===== config.mk =====
export PLATFORM = sky130hd
export DESIGN_NAME = stream_burst_reader
export DESIGN_NICKNAME = d
export VERILOG_FILES = /design/src/rtl/stream_burst_reader_pkg.sv /design/src/rtl/stream_burst_reader.sv
export SDC_FILE = /design/constraint.sdc
export NUM_CORES = 1
export LEC_CHECK = 0
export ABC_AREA = 1
export BUFFER_PORTS_ARGS = -buffer_cell sky130_fd_sc_hd__buf_4
export CORE_AREA = 2 2 46 48
export CTS_BUF_LIST = sky130_fd_sc_hd__clkbuf_16
export DETAILED_ROUTE_END_ITERATION = 6
export DIE_AREA = 0 0 48 50
export PLACE_DENSITY = 0.76
export SLEW_MARGIN = 20
export SYNTH_ARGS = -nofsm -noshare
export SYNTH_HDL_FRONTEND = slang
export SYNTH_SLANG_ARGS = --single-unit
export TNS_END_PERCENT = 30

===== constraint.sdc =====
create_clock -name clk -period 1.07 [get_ports clk]
set_input_delay 0.1605 -clock clk [delete_from_list [all_inputs] [get_ports clk]]
set_output_delay 0.1605 -clock clk [all_outputs]
set_load 0.02 [all_outputs]

===== src/rtl/stream_burst_reader_pkg.sv =====
// stream_burst_reader_pkg: shared FSM state type and width helper for the burst reader
package stream_burst_reader_pkg;

    typedef enum logic {
        S_IDLE  = 1'b0,
        S_BURST = 1'b1
    } burst_state_t;

    // Bits needed to hold the values 0..n inclusive.
    function automatic int bits_for(input int n);
        return $clog2(n + 1);
    endfunction

endpackage


===== src/rtl/stream_burst_reader.sv =====
// stream_burst_reader: releases FIFO read-side data only in whole, framed bursts
//
// Ports:
//   clk, rst    clock, synchronous active-high reset
//   din_*       FIFO read side: valid, ready (pop), data, used (occupancy)
//   dout_*      burst stream: valid, ready, data, last, len (held for the burst)
//
// Optional: define STREAM_BURST_READER_TIMEOUT_EN to flush a partial burst
// after Timeout idle cycles with a non-empty FIFO below BurstLen words.
module stream_burst_reader
    import stream_burst_reader_pkg::*;
#(
    parameter int Width    = 8,
    parameter int Depth    = 1024,
    parameter int BurstLen = 64,
    parameter int Timeout  = 4096,
    localparam int UsedBits = bits_for(Depth),
    localparam int LenBits  = bits_for(BurstLen)
) (
    input  logic                clk,
    input  logic                rst,
    input  logic                din_valid,
    output logic                din_ready,
    input  logic [Width-1:0]    din_data,
    input  logic [UsedBits-1:0] din_used,
    output logic                dout_valid,
    input  logic                dout_ready,
    output logic [Width-1:0]    dout_data,
    output logic                dout_last,
    output logic [LenBits-1:0]  dout_len
);

    localparam logic [UsedBits-1:0] FullUsed = UsedBits'(BurstLen);
    localparam logic [LenBits-1:0]  FullLen  = LenBits'(BurstLen);

    burst_state_t         state;
    logic [LenBits-1:0]   remain;
    logic                 in_burst;
    logic                 fire;

    // Pass-throughs are gated only by registered state, so the FIFO is
    // popped exactly when the downstream accepts a word.
    always_comb begin
        in_burst   = state == S_BURST;
        din_ready  = in_burst & dout_ready;
        dout_valid = in_burst & din_valid;
        dout_data  = din_data;
        dout_last  = in_burst & (remain == LenBits'(1));
        fire       = dout_valid & dout_ready;
    end

`ifdef STREAM_BURST_READER_TIMEOUT_EN
    localparam int                 CntBits = bits_for(Timeout);
    localparam logic [CntBits-1:0] CntMax  = CntBits'(Timeout - 1);

    logic [CntBits-1:0] idle_cnt;

    always_ff @(posedge clk) begin
        if (rst) begin
            state    <= S_IDLE;
            remain   <= '0;
            dout_len <= '0;
            idle_cnt <= '0;
        end else if (!in_burst) begin
            if (din_used >= FullUsed) begin
                state    <= S_BURST;
                remain   <= FullLen;
                dout_len <= FullLen;
                idle_cnt <= '0;
            end else if (din_used == '0) begin
                idle_cnt <= '0;
            end else if (idle_cnt == CntMax) begin
                // Partial flush: din_used < BurstLen here, so it fits LenBits.
                state    <= S_BURST;
                remain   <= din_used[LenBits-1:0];
                dout_len <= din_used[LenBits-1:0];
                idle_cnt <= '0;
            end else begin
                idle_cnt <= idle_cnt + CntBits'(1);
            end
        end else if (fire) begin
            remain <= remain - LenBits'(1);
            if (dout_last)
                state <= S_IDLE;
        end
    end
`else
    always_ff @(posedge clk) begin
        if (rst) begin
            state    <= S_IDLE;
            remain   <= '0;
            dout_len <= '0;
        end else if (!in_burst) begin
            if (din_used >= FullUsed) begin
                state    <= S_BURST;
                remain   <= FullLen;
                dout_len <= FullLen;
            end
        end else if (fire) begin
            remain <= remain - LenBits'(1);
            if (dout_last)
                state <= S_IDLE;
        end
    end
`endif

endmodule


Yosys cells after proc, flatten, opt, wreduce, memory -nomap -nowiden
Cells that the tools add are included.
W data, S select, Z words.
{ "classes": {"n_reduce_logical": 3, "n_eq_ne": 2, "n_lt_le_gt_ge": 1, "muxes": 7, "add_sub_neg": 1, "bitwise_logic": 5} }
{ "op_table": {"columns": ["operator", "n"], "rows": [
  ["$mux W7", 3],
  ["$ge A11 B7 Y1 const B", 1],
  ["$eq A7 B1 Y1 const B", 1],
  ["$sub A7 B1 Y7 const B", 1],
  ["$and A1 B1 Y1", 4],
  ["$mux W1", 4],
  ["$reduce_and A2 Y1", 2],
  ["$ne A2 B1 Y1 const B", 1],
  ["$reduce_bool A2 Y1", 1],
  ["$not A1 Y1", 1]
]} }
{ "word_totals": {"inputBits": 23, "out_inout_bits": 18, "regBits": 9, "word_cells": 22} }

Longest topological paths before layout
Gate-level depths: netlist of run 1.
{ "logic_depth": {"word_depth": 5, "mapped_depth": 9, "depth_no_buf": 8} }

Worst setup path before layout of run 1
No wires, ideal clock.
{ "synth_timing": {"path_kind": "register to register", "from": "register remain[1]", "to": "register state, in the netlist in_burst", "path_buffers": 0, "slack_ns": -0.087, "setup_time_ns": 0.135, "path_stages_with_launch": 6, "arrival_ns": 1.022, "path_cell_list": "dfxtp_1 > inv_1 > ha_1 > nand3_1 > nor2_1 > a31oi_1"} }
{ "synth_via": {"elab_chain_len": 5} }
{ "synth_rtl": {"columns": ["element", "line_no", "text"], "rows": [
  ["from (decl)", "stream_burst_reader.sv:37", "logic [LenBits-1:0] remain;"],
  ["from (signal assigned)", "stream_burst_reader.sv:96", "remain <= FullLen;"],
  ["from (signal assigned)", "stream_burst_reader.sv:100", "remain <= remain - LenBits'(1);"],
  ["$eq A7 B1 Y1", "stream_burst_reader.sv:48", "dout_last = in_burst & (remain == LenBits'(1));"],
  ["$and A1 B1 Y1", "stream_burst_reader.sv:48", null],
  ["net dout_last", "stream_burst_reader.sv:29", "output logic dout_last,"],
  ["$mux W1", "stream_burst_reader.sv:101", "if (dout_last)"],
  ["$mux W1", "stream_burst_reader.sv:99", "end else if (fire) begin"],
  ["$mux W1", "stream_burst_reader.sv:93", "end else if (!in_burst) begin"],
  ["to (signal assigned)", "stream_burst_reader.sv:90", "state <= S_IDLE;"],
  ["to (signal assigned)", "stream_burst_reader.sv:95", "state <= S_BURST;"],
  ["to (signal assigned)", "stream_burst_reader.sv:102", "state <= S_IDLE;"],
  ["to (decl)", "stream_burst_reader.sv:36", "burst_state_t state;"]
]} }
The timed path passes the listed nets, and every way through them passes these cells.
A chain may end at the register's enable or synchronous reset.

Worst setup path after layout of run 1
{ "layout_timing": {"from": "register remain[1]", "to": "output dout_last"} }
{ "layout_via": {"elab_chain_len": 2} }
{ "layout_rtl": {"columns": ["element", "line_no"], "rows": [
  ["$eq A7 B1 Y1", "stream_burst_reader.sv:48"],
  ["$and A1 B1 Y1", "stream_burst_reader.sv:48"],
  ["to (decl)", "stream_burst_reader.sv:29"]
]} }
No other way between the ends.

==> results of run 1 <==
## layer usage
layer	share of wire	track usage	wire (um)
met4	0.041	0.104	71
met3	0.051	0.0366	87
met1	0.32	0.160	555
met2	0.58	0.284	998
met5	0	0	0
## cell families after synthesis
group,after synthesis
simple gates,45
buf+inv,28
flops,9
fa+ha+maj,2
compound gates,11
other cells,1
## timing repair
item	4_1_cts	5_1_grt
gates resized for setup	17	10
endpoints found under the setup margin	10	8
buffers inserted	3	1
pin swaps	4	4
## final timing paths
kind / start / endpoint
setup / recovery: remain[1] / dout_last
hold / removal: rst / remain[6]
setup reg to reg: remain[0] / remain[5]
hold reg to reg: dout_len[6] / dout_len[6]
## through the flow
step                       util  hold slack [ns]  cells  worst slack, ns  total power, mW
final                     0.483           0.0954    137           -0.167             1.43
after CTS                 0.462           0.0928    136           -0.143             1.38
after global routing      0.483            0.104    137           -0.202             1.49
after detailed placement  0.382            0.321    130          -0.0542            0.675
after floorplan               -            0.223    101           0.0107            0.652
after global placement    0.382            0.321    130          -0.0264            0.661
## power groups by stage
| stage | Combinational (mW) | Clock, mW | Sequential (mW) |
|---|---|---|---|
| 3_3_place_gp | 0.266 | 0 | 0.396 |
| 6_report | 0.367 | 0.658 | 0.405 |
| 4_1_cts | 0.321 | 0.665 | 0.397 |
| 2_1_floorplan | 0.260 | 0 | 0.392 |
| 5_1_grt | 0.405 | 0.682 | 0.407 |
| 3_5_place_dp | 0.278 | 0 | 0.397 |
## placed cells by master (no fill, tap or decap)
cell type / Yosys / routed
dfxtp_1: 9 / 4
nand2_1: 21 / 20
o21a_1: 1 / 1
o21ai_1: 0 / 1
buf_6: 1 / 2
nand4_1: 1 / 1
nand3_4: 0 / 1
a31oi_1: 1 / 1
nand2_2: 1 / 2
inv_1: 11 / 10
o21ai_0: 2 / 1
ha_4: 0 / 2
conb_1: 1 / 6
nand3_2: 1 / 3
nor2_4: 0 / 3
a21oi_2: 2 / 2
nand3_1: 6 / 3
nor2_2: 1 / 2
inv_4: 1 / 1
a21oi_1: 5 / 5
inv_2: 0 / 2
buf_4: 14 / 19
nor2_1: 11 / 7
dfxtp_2: 0 / 3
nand2_4: 3 / 3
clkbuf_16: 0 / 3
dfxtp_4: 0 / 2
## state kept, by name, indices dropped and copies added, names as in the netlist
name,flops
dout_len,1
in_burst,1
remain,7
## area by class of cell
class | instances | area (um^2) | area share
Sequential cell | 9 | 191 | 0.208
Tap cell | 27 | 33.8 | 0.0368
Multi-Input combinational cell | 64 | 402 | 0.437
Clock inverter | 1 | 3.75 | 0.00409
Clock buffer | 3 | 75.1 | 0.0817
Timing Repair Buffer | 21 | 165 | 0.180
Inverter | 12 | 47.5 | 0.0518
## critical path: cells and delay by family, from the launching register on
kind                     cells  cell delay, ns
adder cells (fa/ha/maj)      1            0.14
AND/OR/NAND/NOR              2            0.19
buffers and inverters        2            0.19
flip-flops                   1            0.31
==> metrics.cfg, run 1 <==
[outcome]
status=finished with violations
violations=negative setup slack

[power_and_ir_drop]
combPwrFrac=0.257
leakagePower_nw=0.453
switching_share=0.287
powerDensity_nw_per_um2=1560
internal_power_mw=1.02
p_sw_uw=411
clockPowerShare=0.460
pwr-share-seq=0.283
vdd_drop_max_mv=1.13

[logic_synthesis]
synthArstFlopShare=0
synth_xor_area_frac=0
synth-edff-count=0
synthAdderAreaFrac=0.0375
synth_mux_area_frac=0
synth_common_cells=21 x nand2_1, 14 x buf_4, 11 x inv_1, 11 x nor2_1, 9 x dfxtp_1
synthCells=96
synth_top_family_by_area=simple AND/OR/NAND/NOR gates
synthMostInstantiatedCell=nand2_1
yosys_register_bits=9
yosysWarnings=0
yosys.area.top_type=dfxtp_1
synth_area_um2=667
yosys-top-cells-area=dfxtp_1 27%, buf_4 16%, nand2_1 12%
synth_compound_area_frac=0.0994
synthFlopType=dfxtp_1
ys_types=21
syn_avg_cell_area_um2=6.95
synth_top_area_frac=0.270
synth-simple-area-share=0.319
ys_seq_area_frac=0.270

[flow_run]
drv_cap=0

[grt]
antenna_found_initial=0
grt_usage=0.163
grt_pass1_wl_um=2680
gr-total-overflow=0
grt_pass1_vias=624
grt_max_degree=12

[floorplanning]
dieHeight_um=50
rows=16
die_w_um=48
die_area_um2=2400
ios=41
coreArea_um2=1900
start_util=0.351

[worst_setup_path]
crit_fanout=2
crit_arrival_ns=1.08
required_ns=0.91
end_kind=output pin
path_class=reg2out
reg2reg_depth=9
reg2reg_setup_slack_ns=-0.09
cp_slowest_cell=dfxtp_2
max_stage_delay_ns=0.31
path_cells=inv_2 -> ha_4 -> nand3_4 -> nor2_4 -> buf_6
start_kind=flip-flop

[timing]
fmax_ghz=0.809
setup_viol=5
min_period_ns=1.24
skew_ns=0.000264
hold_violations=0
period_share=1.16
rsz0062_at_grt=yes
tns_ns=-0.310
setup_ws_ns=-0.167
finalMaxSlewViolations=0

[route]
via_count=640
routed_via_density=4.67
ant_nets=0
drt_pass1_iterations=4
wl_per_cell_um=12.5
route.detailed.drc=0
wl_um=1710
drt_iter0_drc=12

[cts]
ctsHoldBuffers=0
numCtsBuffers=3
clock-sinks=9
cts_max_path_buffers=2
cts.clk_slew.worst_paths_ns=0.04
cts_tree=yes
root_buffer=clkbuf_16
clk_latency_ns=0.24
cts_max_level=1

[placement]
routabilityCongestion=0.747
placed_cell_area_um2=726
dp_hpwl_um=1050
port_buffers=12

[hold_path]
min_path_type=in2reg
whs_path_depth=2

[final_layout]
stdcell_area_um2=918
fillers=188
layout.nets=136
antenna_cells=0
area_growth_syn_to_layout_pct=37.7
drive_gt1_frac=0.455

(Power assumes the default switching activity.)
==> inputs of run 2 (changes only) <==
--- a/config.mk
+++ b/config.mk
@@ -9,9 +9,10 @@
 export BUFFER_PORTS_ARGS = -buffer_cell sky130_fd_sc_hd__buf_4
 export CORE_AREA = 2 2 46 48
 export CTS_BUF_LIST = sky130_fd_sc_hd__clkbuf_16
+export CTS_CLUSTER_SIZE = 10
 export DETAILED_ROUTE_END_ITERATION = 6
 export DIE_AREA = 0 0 48 50
-export PLACE_DENSITY = 0.76
+export PLACE_DENSITY = 0.68
 export SLEW_MARGIN = 20
 export SYNTH_ARGS = -nofsm -noshare
 export SYNTH_HDL_FRONTEND = slang
==> metrics.cfg, run 2 (synthesis gave the netlist of run 1 again) <==
[worst_setup_path]
cp_slowest_cell=dfxtp_2
crit_arrival_ns=1.03
max_stage_delay_ns=0.32
path_cells=inv_2 -> ha_4 -> nand3_4 -> nor2_4 -> buf_6
reg2reg_depth=8
start_kind=flip-flop
crit_fanout=2
cp_num_cells=5
required_ns=0.91
timing.critical_path.buf_inv=2
critical_path.top_delay_family=flip-flops
path_class=reg2out
end_kind=output pin

[grt]
grt_max_degree=12
grt_usage=0.135
gr-total-overflow=0
grt_pass1_vias=586
antenna_found_initial=0
grt_pass1_wl_um=2300

[floorplanning]
ios=41
start_util=0.351
die_w_um=48
die_area_um2=2400
dieHeight_um=50
rows=16
coreArea_um2=1900

[route]
drt_iter0_drc=10
route.detailed.drc=0
wl_um=1480
wl_per_cell_um=10.6
routed_via_density=4.42
via_count=614
drt_pass1_iterations=4
ant_nets=0

[cts]
clock-sinks=9
clk_latency_ns=0.24
cts_max_path_buffers=2
cts_tree=yes
cts_max_level=1
cts.clk_slew.worst_paths_ns=0.04
numCtsBuffers=3
root_buffer=clkbuf_16

[timing]
skew_ns=0.00179
rsz0062_at_grt=yes
setup_ws_ns=-0.118
hold_violations=0
setup_viol=4
fmax_ghz=0.842
finalMaxSlewViolations=0
min_period_ns=1.19
period_share=1.11
fin_hold_ws_ns=0.0966

[power_and_ir_drop]
finalPower_mw=1.43
powerDensity_nw_per_um2=1530
vdd_drop_max_mv=0.611
leakagePower_nw=0.463

[flow_run]
drv_cap=0

[final_layout]
layout.nets=138
antenna_cells=0
area_growth_syn_to_layout_pct=40.1
drive_gt1_frac=0.473
regMostFlops=remain
largest_register_ffs=7
fillers=173
final_cell_mix=19 x buf_4, 18 x nand2_1, 9 x inv_1
final_common_cell=buf_4

[outcome]
violations=negative setup slack
status=finished with violations

[hold_path]
min_path_type=in2reg
whs_path_depth=2

[placement]
dp_hpwl_um=939
port_buffers=12
routabilityCongestion=0.807

run 2: cell count changes in the layout (fill, tap and decap cells not counted), sizes merged:
cell,previous run,this run
buf,21,23
run 2: path summary, 6_finish.rpt:
check / from / endpoint / slack (ns)
worst max-delay path: remain[1] / dout_last / -0.12
worst min-delay path: rst / remain[6] / 0.1
worst max register to register: remain[1] / remain[6] / -0.10
worst min register to register: dout_len[6] / dout_len[6] / 0.46
run 2: area by class of cell:
type	count	area [um^2]	share of cell area
clock inverters	1	3.75	0.00402
inverters	12	47.5	0.0509
repair buffers	23	188	0.201
flip-flops and latches	9	188	0.201
clock buffers	3	75.1	0.0803
well taps	27	33.8	0.0361
multi-input cells	64	399	0.427
run 2: metal layers:
layer,global-route usage,wire length (um),up-vias,part of all wire
li1,-,-,308,-
met4,0.0856,49,0,0.033
met5,0,0,-,0
met3,0.0220,76,5,0.052
met2,0.238,739,28,0.50
met1,0.137,609,273,0.41
run 2: stage by stage:
step	std cells	instance area (um^2)	setup slack [ns]	utilization	setup TNS, ns
2_1_floorplan	101	688	0.0107	-	0
3_3_place_gp	131	733	-0.0174	0.386	-0.0174
3_5_place_dp	131	733	-0.0256	0.386	-0.0305
4_1_cts	139	897	-0.139	0.472	-0.336
5_1_grt	139	935	-0.187	0.491	-0.642
6_report	139	935	-0.118	0.491	-0.272
run 2: what timing repair did:
action / CTS / global route
buffers inserted: 4 / 0
pin swaps: 4 / 2
hold buffers: 0 / 0
setup endpoints to repair: 7 / 9
resized for setup: 15 / 13
run 2: power breakdown:
part           internal [mW]  switching, mW
Clock                  0.490          0.178
Sequential             0.367         0.0354
Combinational          0.161          0.195
Total                   1.02          0.408
